--- src/rtl/ll_packet_arbiter_pkg.sv ---
// Shared LocalLink definitions for the packet arbiter and its skid buffer:
// flag bit positions, default widths and the arbiter state encoding.
package ll_packet_arbiter_pkg;

    localparam int LL_SOF_BIT = 0;
    localparam int LL_EOF_BIT = 1;
    localparam int LL_FLAGS_W = 4;
    localparam int LL_DATA_W  = 32;

    typedef enum logic {
        ST_IDLE = 1'b0,
        ST_PASS = 1'b1
    } state_e;

endpackage : ll_packet_arbiter_pkg

--- src/rtl/ll_skid_buf.sv ---
// Two-entry LocalLink register slice: registered output and a ready that depends
// only on local occupancy, so downstream backpressure never reaches the input combinationally.
module ll_skid_buf
    import ll_packet_arbiter_pkg::*;
#(
    parameter int DATA_W  = LL_DATA_W,
    parameter int FLAGS_W = LL_FLAGS_W
) (
    input  logic               clk,
    input  logic               rst_n,
    input  logic [FLAGS_W-1:0] i_flags,
    input  logic [DATA_W-1:0]  i_data,
    input  logic               i_valid,
    output logic               o_ready,
    output logic [FLAGS_W-1:0] o_flags,
    output logic [DATA_W-1:0]  o_data,
    output logic               o_valid,
    input  logic               i_ready
);

    localparam int W = FLAGS_W + DATA_W;

    logic [W-1:0] r_head;
    logic [W-1:0] r_tail;
    logic [1:0]   r_count;

    logic [W-1:0] w_in;
    logic         w_push;
    logic         w_pop;

    assign w_in    = {i_flags, i_data};
    assign o_ready = (r_count != 2'd2);
    assign o_valid = (r_count != 2'd0);
    assign w_push  = i_valid & o_ready;
    assign w_pop   = o_valid & i_ready;
    assign {o_flags, o_data} = r_head;

    // NOTE: the data slots are reset too, not just the count, because r_head drives
    // the output pins and those must read zero while reset is held.
    // NOTE: every register here is updated with <= so all reads see pre-edge values.
    always_ff @(posedge clk or negedge rst_n) begin
        if (!rst_n) begin
            r_head  <= '0;
            r_tail  <= '0;
            r_count <= '0;
        end else begin
            case ({w_push, w_pop})
                2'b10: begin
                    if (r_count == 2'd0) r_head <= w_in;
                    else                 r_tail <= w_in;
                    r_count <= r_count + 2'd1;
                end
                2'b01: begin
                    r_head  <= r_tail;
                    r_count <= r_count - 2'd1;
                end
                // Push and pop together only happens at occupancy 1.
                2'b11:   r_head <= w_in;
                default: ;
            endcase
        end
    end

endmodule : ll_skid_buf

--- src/rtl/ll_packet_arbiter.sv ---
// Packet-granular round-robin arbiter sharing one LocalLink write port between
// NUM_SRC sources; the winner owns the port from SOF to EOF.
module ll_packet_arbiter
    import ll_packet_arbiter_pkg::*;
#(
    parameter int NUM_SRC = 2,
    parameter int DATA_W  = LL_DATA_W,
    parameter int FLAGS_W = LL_FLAGS_W,
    parameter int ERR_W   = 8
) (
    input  logic                       clk,
    input  logic                       reset,
    input  logic [NUM_SRC*FLAGS_W-1:0] src_flags_i,
    input  logic [NUM_SRC*DATA_W-1:0]  src_data_i,
    input  logic [NUM_SRC-1:0]         src_src_rdy_i,
    output logic [NUM_SRC-1:0]         src_dst_rdy_o,
    output logic [FLAGS_W-1:0]         wr_flags_o,
    output logic [DATA_W-1:0]          wr_data_o,
    output logic                       wr_src_rdy_o,
    input  logic                       wr_dst_rdy_i,
    output logic [NUM_SRC-1:0]         grant_o,
    output logic                       busy_o,
    output logic [ERR_W-1:0]           err_cnt_o
);

    localparam int IDX_W = (NUM_SRC > 1) ? $clog2(NUM_SRC) : 1;

    state_e             r_state,   w_state_nxt;
    logic [NUM_SRC-1:0] r_grant,   w_grant_nxt;
    logic [IDX_W-1:0]   r_gidx,    w_gidx_nxt;
    logic [IDX_W-1:0]   r_rr_ptr,  w_rr_ptr_nxt;
    logic [ERR_W-1:0]   r_err_cnt, w_err_cnt_nxt;

    logic [NUM_SRC-1:0] w_req;
    logic [NUM_SRC-1:0] w_disc;
    logic [NUM_SRC-1:0] w_dst_rdy;
    logic               w_pick_found;
    logic [IDX_W-1:0]   w_pick_idx;
    logic [FLAGS_W-1:0] w_g_flags;
    logic [DATA_W-1:0]  w_g_data;
    logic               w_g_valid;
    logic               w_int_rdy;
    logic               w_push;

    // NOTE: every always_comb assigns defaults first so no path leaves a signal
    // unassigned, which would otherwise infer a latch.
    always_comb begin : req_decode
        w_req  = '0;
        w_disc = '0;
        for (int k = 0; k < NUM_SRC; k++) begin
            w_req[k]  = src_src_rdy_i[k] &  src_flags_i[k*FLAGS_W + LL_SOF_BIT];
            w_disc[k] = src_src_rdy_i[k] & ~src_flags_i[k*FLAGS_W + LL_SOF_BIT];
        end
    end

    // First requester at or after the round-robin pointer, wrapping.
    always_comb begin : rr_pick
        w_pick_found = 1'b0;
        w_pick_idx   = '0;
        for (int i = 0; i < NUM_SRC; i++) begin
            if (!w_pick_found && w_req[(int'(r_rr_ptr) + i) % NUM_SRC]) begin
                w_pick_found = 1'b1;
                w_pick_idx   = IDX_W'((int'(r_rr_ptr) + i) % NUM_SRC);
            end
        end
    end

    always_comb begin : granted_mux
        w_g_flags = '0;
        w_g_data  = '0;
        w_g_valid = 1'b0;
        for (int k = 0; k < NUM_SRC; k++) begin
            if (r_grant[k]) begin
                w_g_flags = src_flags_i[k*FLAGS_W +: FLAGS_W];
                w_g_data  = src_data_i[k*DATA_W +: DATA_W];
                w_g_valid = src_src_rdy_i[k];
            end
        end
    end

    always_comb begin : fsm_next
        w_state_nxt   = r_state;
        w_grant_nxt   = r_grant;
        w_gidx_nxt    = r_gidx;
        w_rr_ptr_nxt  = r_rr_ptr;
        w_err_cnt_nxt = r_err_cnt;
        w_dst_rdy     = '0;
        w_push        = 1'b0;
        case (r_state)
            ST_IDLE: begin
                // Mid-packet words seen while idle are swallowed and counted once per cycle.
                w_dst_rdy = w_disc;
                if ((|w_disc) && (r_err_cnt != '1)) w_err_cnt_nxt = r_err_cnt + 1'b1;
                if (w_pick_found) begin
                    w_state_nxt = ST_PASS;
                    w_grant_nxt = NUM_SRC'(1) << w_pick_idx;
                    w_gidx_nxt  = w_pick_idx;
                end
            end
            ST_PASS: begin
                w_dst_rdy = r_grant & {NUM_SRC{w_int_rdy}};
                w_push    = w_g_valid & w_int_rdy;
                if (w_push && w_g_flags[LL_EOF_BIT]) begin
                    w_state_nxt  = ST_IDLE;
                    w_grant_nxt  = '0;
                    w_rr_ptr_nxt = (r_gidx == IDX_W'(NUM_SRC - 1)) ? '0 : r_gidx + 1'b1;
                end
            end
            default: w_state_nxt = ST_IDLE;
        endcase
    end

    always_ff @(posedge clk or negedge reset) begin
        if (!reset) begin
            r_state   <= ST_IDLE;
            r_grant   <= '0;
            r_gidx    <= '0;
            r_rr_ptr  <= '0;
            r_err_cnt <= '0;
        end else begin
            r_state   <= w_state_nxt;
            r_grant   <= w_grant_nxt;
            r_gidx    <= w_gidx_nxt;
            r_rr_ptr  <= w_rr_ptr_nxt;
            r_err_cnt <= w_err_cnt_nxt;
        end
    end

    ll_skid_buf #(
        .DATA_W  (DATA_W),
        .FLAGS_W (FLAGS_W)
    ) u_skid (
        .clk     (clk),
        .rst_n   (reset),
        .i_flags (w_g_flags),
        .i_data  (w_g_data),
        .i_valid (w_push),
        .o_ready (w_int_rdy),
        .o_flags (wr_flags_o),
        .o_data  (wr_data_o),
        .o_valid (wr_src_rdy_o),
        .i_ready (wr_dst_rdy_i)
    );

    assign src_dst_rdy_o = w_dst_rdy;
    assign grant_o       = r_grant;
    assign err_cnt_o     = r_err_cnt;
    assign busy_o        = (r_state == ST_PASS) | wr_src_rdy_o;

endmodule : ll_packet_arbiter

--- config.mk ---
export PLATFORM = sky130hd
export DESIGN_NAME = ll_packet_arbiter
export DESIGN_NICKNAME = d
export VERILOG_FILES = /design/src/rtl/ll_packet_arbiter_pkg.sv /design/src/rtl/ll_skid_buf.sv /design/src/rtl/ll_packet_arbiter.sv
export SDC_FILE = /design/constraint.sdc
export NUM_CORES = 1
export LEC_CHECK = 0
export BUFFER_PORTS_ARGS = -buffer_cell sky130_fd_sc_hd__buf_2
export CORE_ASPECT_RATIO = 0.9
export CORE_MARGIN = 5
export CORE_UTILIZATION = 56
export DETAILED_ROUTE_END_ITERATION = 8
export PLACE_DENSITY = 0.91
export SYNTH_ARGS = -nofsm -noshare
export SYNTH_HDL_FRONTEND = slang
export SYNTH_SLANG_ARGS = --single-unit
export TNS_END_PERCENT = 100
--- constraint.sdc ---
create_clock -name clk -period 4.5 [get_ports clk]
set_input_delay 0.225 -clock clk [delete_from_list [all_inputs] [get_ports clk]]
set_output_delay 0.225 -clock clk [all_outputs]
set_load 0.1 [all_outputs]
Word-level counts from Yosys, hierarchy flattened
Index checks and enable logic that the tools add are counted.
{"block": "op_classes", "n_mux": 27, "eq_ne": 8, "bitwise": 14, "n_addsub": 5, "n_lt_le_gt_ge": 2, "shift": 1, "n_reduce_logical": 15}
{"operator": "$pmux W36 S3", "n": 1}
{"operator": "$mux W32", "n": 2}
{"operator": "$mux W36", "n": 1}
{"operator": "$mux W1", "n": 15}
{"operator": "$pmux W2 S2", "n": 3}
{"operator": "$reduce_and A2 Y1", "n": 6}
{"operator": "$add A8 B1 Y8 const B", "n": 1}
{"operator": "$mux W4", "n": 2}
{"operator": "$ne A8 B8 Y1 const B", "n": 1}
{"operator": "$and A1 B1 Y1", "n": 7}
{"operator": "$eq A2 B2 Y1 const B", "n": 2}
{"operator": "$mux W2", "n": 2}
{"operator": "$ne A2 B1 Y1 const B", "n": 2}
{"operator": "$ne A2 B2 Y1 const B", "n": 2}
{"operator": "$not A1 Y1", "n": 4}
{"operator": "$reduce_bool A2 Y1", "n": 2}
{"operator": "$logic_and A1 B1 Y1", "n": 3}
{"operator": "$lt A2 B3 Y1 const B", "n": 1}
{"operator": "$reduce_bool A3 Y1", "n": 1}
{"operator": "$add A1 B1 Y1 const B", "n": 2}
{"operator": "$add A2 B1 Y2 const B", "n": 1}
{"operator": "$and A2 B2 Y2", "n": 1}
{"operator": "$eq A2 B1 Y1 const B", "n": 1}
{"operator": "$logic_not A2 Y1", "n": 1}
{"operator": "8 further kinds", "n": 8}
{"block": "totals", "register_bits": 87, "word_cells": 80, "out_inout_bits": 50, "inputBits": 77}

Logic depth before layout (Yosys ltp)
{"block": "logic_depth", "ltp_word": 10, "ltp_mapped": 9, "mapped_depth_nobuf": 7}

By module
A second synthesis with hierarchy kept.
{"block": "hier_totals", "cells_unflattened": 330, "hier_area_um2": 4365.4}
{"module": "ll_skid_buf", "seq_area_each_um2": 1851.8, "area_each_um2": 3259.4, "cells_each": 207, "n_inst": 1}
{"module": "ll_packet_arbiter", "seq_area_each_um2": 325.3, "area_each_um2": 1106.1, "cells_each": 123, "n_inst": 1}

Worst setup path after synthesis
OpenSTA, ideal clock, no wires.
{"block": "synth_timing", "path_type": "reg2out", "startpoint": "register r_grant[1] (netlist: grant_o[1])", "endpoint": "output src_dst_rdy_o[1]", "slack_ns": 1.196, "path_stages_with_launch": 5, "n_path_buf": 2, "t_required_ns": 4.275, "t_arrival_ns": 3.079, "cell_sequence": "dfrtp_1 clkbuf_1 buf_2 nand2_1 o22ai_1"}
{"block": "synth_between", "elab_chain_cells": 2}
{"item": "start: declaration", "line": "ll_packet_arbiter.sv:29", "source": "logic [NUM_SRC-1:0] r_grant, w_grant_nxt;"}
{"item": "start signal: assignment", "line": "ll_packet_arbiter.sv:122", "source": "r_grant <= w_grant_nxt;"}
{"item": "$and A2 B2 Y2", "line": "ll_packet_arbiter.sv:101", "source": "w_dst_rdy = r_grant & {NUM_SRC{w_int_rdy}};"}
{"item": "$pmux W2 S2", "line": "ll_packet_arbiter.sv:89", "source": "case (r_state)"}
{"item": "end: declaration", "line": "ll_packet_arbiter.sv:16", "source": "output logic [NUM_SRC-1:0] src_dst_rdy_o,"}
No other way between the ends.

Worst setup path after layout
{"block": "layout_timing", "startpoint": "register r_grant[1] (netlist: grant_o[1])", "endpoint": "register u_skid.r_tail[33]"}
{"block": "layout_between", "elab_chain_cells": 6, "word_cells_on_any_way": 7, "classes_between": "eq/ne: 1; mux: 3; bitwise: 2; reduce/logical: 1"}
{"item": "$mux W1", "line": "ll_packet_arbiter.sv:73", "source": "if (r_grant[k]) begin"}
{"item": "$and A1 B1 Y1", "line": "ll_packet_arbiter.sv:102", "source": "w_push = w_g_valid & w_int_rdy;"}
{"item": "$mux W1", "line": "ll_packet_arbiter.sv:89"}
{"item": "$and A1 B1 Y1", "line": "ll_skid_buf.sv:34", "source": "assign w_push = i_valid & o_ready;"}
{"item": "$eq A2 B2 Y1", "line": "ll_skid_buf.sv:47", "source": "case ({w_push, w_pop})"}
{"item": "$reduce_and A2 Y1 (no line)"}
{"item": "end signal: assignment", "line": "ll_skid_buf.sv:50", "source": "else r_tail <= w_in;"}
{"item": "end: declaration", "line": "ll_skid_buf.sv:24", "source": "logic [W-1:0] r_tail;"}
Several ways; a longest one is shown, not always the timed one.
A chain may end at the register's enable or synchronous reset.

==> metrics.yaml <==
run_status: "finished, final reports clean"
final-max-slew-violation-count: 0
synth_enable_flop_cells: 0
htree_levels: 3
post_cts.repair.setup_buffers: 0
ys_dominant_reg_cell: "sky130_fd_sc_hd__dfrtp_1"
ant_nets: 0
io_buffer_count: 126
setup_violations: 0
grt_pass1_wl_mm: 16.1
m1WireLength_mm: 4.05
postLayoutCellArea_mm2: 0.00519
wl_met2_mm: 5.11
fp.dieW_um: 103
first_iter_violations: 139
clk_latency_ns: 0.34
vias_per_cell: 5.48
start_util_pct: 57.8
tritoncts_clock_tree: "yes"
cap_violations: 0
synthArstFlopShare_pct: 100
fin_setup_tns_ns: 0
number_of_vias_in_the_routed_layout: 3340
io_pins: 127
final_report_hold_violation_count: 0
die_h_um: 94.1
floorplan.core_area_mm2: 0.00762
layout_min_cycle_time_ns: 3.16
finClkSkew_ns: 0.0110
root_buf_cell: "sky130_fd_sc_hd__clkbuf_8"
grt_setup_unrepaired: "no"
synth_cells: 394
dr.max_layer_used: "met4"
std_cell_rows: 30
clock_path_buffers: 2
finalNetCount: 589
timing.hold.worst.class: "in2async"
global_route.usage.total_pct: 21.0
placedInstanceArea_mm2: 0.00502
clock_sink_count: 87
timing.critical_path.to_type: "register"
drive_above_1_share_pct: 35.8
peak_supply_drop_mv: 0.521
power_density_mw_per_mm2: 728
dpl.hpwl_mm: 7.10
postSynthRegisterBits: 87
worst-path-max-fanout: 71
static_power_due_to_leakage_nw: 2.61
slew_headroom_pct: 24.2
synth.cell_area_mm2: 0.00441
netlist-cell-type-count: 38
syn_nets: 474
layout.cells.non_filler: 610
gpl.final_weighted_congestion: 0.865
fin_util_pct: 68.2
max_clock_freq_mhz: 316
power_total_mw: 3.78
areaGrowthSynthToFinish_pct: 17.9
clkSlewWorstSetupHoldPaths_ns: 0.08
cts-resized-gates: 0
dp.cells: 594
wl_per_cell_um: 16.2
ys_seq_area_share_pct: 49.4
synthesis.area_per_instance_um2: 11.2
detailedRoute.firstPassIterationCount: 4
cts_buffers: 9
pin_count_of_the_biggest_net_entering_global_routing: 88
antenna_cells: 0
grt_pass1_vias: 3413
cts_hold_buf: 0
critPathKind: "reg2reg"
yosysWarnings: 0
die_area_mm2: 0.00974
met3_length_um: 492
finalWirelength_mm: 9.90
post-route-drc-count: 0
finalCritPeriodShare_pct: 70.2
number_of_antenna_violations_at_the_first_check_in_global_routing: 0
worst_setup_sp_type: "register"
worst_ep_required_ns: 4.72
tightestPinTransition_ns: 1.14
crit_arrival_ns: 3.38
leftover_overflow_at_the_end_of_global_routing: 0
critical path, cell delays in order, from the launching register on:
cell,delay (ns)
sky130_fd_sc_hd__dfrtp_1,0.70
sky130_fd_sc_hd__buf_4,0.41
sky130_fd_sc_hd__nand3_1,0.23
sky130_fd_sc_hd__a21oi_2,0.34
sky130_fd_sc_hd__ha_1,0.22
sky130_fd_sc_hd__nand2_2,0.58
sky130_fd_sc_hd__mux2_2,0.52
where the power goes:
group | switching (mW) | internal [mW] | leakage, nW
Clock | 0.284 | 0.203 | 0.0789
Sequential | 0.147 | 1.00 | 1.17
Combinational | 1.64 | 0.503 | 1.36
metrics by stage:
| stage | hold WS [ns] | worst slack, ns |
|---|---|---|
| after CTS | 0.119 | 1.36 |
| after global routing | 0.171 | 1.10 |
| final | 0.0591 | 1.34 |
| after detailed placement | 0.464 | 1.37 |
| after floorplan | -0.0706 | 1.20 |
| after global placement | 0.441 | 1.48 |
Yosys cell counts, types with 2 or more instances:
library cell / n / share of area, %
sky130_fd_sc_hd__a211oi_1: 2 / 0.34
sky130_fd_sc_hd__a21oi_1: 5 / 0.57
sky130_fd_sc_hd__a22oi_1: 37 / 6.3
sky130_fd_sc_hd__buf_12: 3 / 1.4
sky130_fd_sc_hd__buf_2: 11 / 1.2
sky130_fd_sc_hd__clkbuf_1: 9 / 0.77
sky130_fd_sc_hd__dfrtp_1: 87 / 49
sky130_fd_sc_hd__ha_1: 3 / 0.85
sky130_fd_sc_hd__inv_1: 38 / 3.2
sky130_fd_sc_hd__mux2_1: 8 / 2.0
sky130_fd_sc_hd__mux2_2: 2 / 0.51
sky130_fd_sc_hd__mux2_4: 30 / 10
sky130_fd_sc_hd__mux2i_1: 36 / 8.2
sky130_fd_sc_hd__nand2_1: 44 / 3.7
sky130_fd_sc_hd__nand2b_1: 2 / 0.28
sky130_fd_sc_hd__nand3_1: 7 / 0.80
sky130_fd_sc_hd__nand4_1: 2 / 0.28
sky130_fd_sc_hd__nor2_1: 3 / 0.26
sky130_fd_sc_hd__nor2b_1: 2 / 0.28
sky130_fd_sc_hd__o21ai_0: 39 / 4.4
sky130_fd_sc_hd__o22ai_1: 2 / 0.28
sky130_fd_sc_hd__xnor2_1: 5 / 0.99
sky130_fd_sc_hd__xor2_1: 2 / 0.40
layout by cell type (no fill, tap or decap), types with 3 or more instances in the layout:
cell / n
sky130_fd_sc_hd__mux2i_1: 36
sky130_fd_sc_hd__nand3_1: 7
sky130_fd_sc_hd__a22oi_1: 37
sky130_fd_sc_hd__buf_4: 3
sky130_fd_sc_hd__dfrtp_1: 87
sky130_fd_sc_hd__buf_2: 125
sky130_fd_sc_hd__clkbuf_8: 9
sky130_fd_sc_hd__mux2_4: 30
sky130_fd_sc_hd__inv_1: 38
sky130_fd_sc_hd__nand2_1: 43
sky130_fd_sc_hd__a21oi_1: 5
sky130_fd_sc_hd__mux2_1: 8
sky130_fd_sc_hd__o21ai_0: 39
sky130_fd_sc_hd__nor2_1: 3
sky130_fd_sc_hd__clkinvlp_4: 3
sky130_fd_sc_hd__xnor2_1: 5
sequential cells by signal (all words and copies together) (netlist names):
| signal | flops |
|---|---|
| grant_o | 2 |
| u_skid.r_tail | 36 |
| r_rr_ptr | 1 |
| r_gidx | 1 |
| u_skid.r_head | 36 |
| err_cnt_o | 8 |
| r_state | 1 |
| u_skid.r_count | 2 |
path summary, 6_finish.rpt:
kind | cells past startpoint | to | start | slack, ns
hold / removal | 1 | err_cnt_o[1] | reset | 0.06
hold reg to reg | 2 | u_skid.r_tail[35] | u_skid.r_tail[35] | 0.49
setup reg to reg | 6 | u_skid.r_tail[33] | grant_o[1] | 1.34
max in group asynchronous | 1 | u_skid.r_tail[31] | reset | 3.72
setup / recovery | 6 | u_skid.r_tail[33] | grant_o[1] | 1.34
min in group clk | 3 | u_skid.r_tail[4] | src_data_i[4] | 0.20
layout make-up:
type,count,area (um2)
repair buffers,128,648
inverters,39,146
fillers,576,2430
clock buffers,10,128
multi-input cells,244,1930
clock inverters,6,45.0
well taps,96,120
flip-flops and latches,87,2180
routing by layer:
layer  vias to the layer above  global-route usage (%)
met2                       114                    36.6
met3                        23                    3.56
met5                         -                       0
li1                       1597                       -
met1                      1606                    26.4
met4                         0                    6.69
kinds of logic after synthesis:
| family | count (synthesis) | synth area share [%] |
|---|---|---|
| compound gates | 91 | 13.2 |
| flops | 87 | 49.4 |
| mux | 76 | 21.0 |
| simple gates | 67 | 7.19 |
| buf+inv | 63 | 6.96 |
| xor+xnor | 7 | 1.39 |
| fa+ha+maj | 3 | 0.852 |
Note: power is estimated with default switching activity, not from simulation.
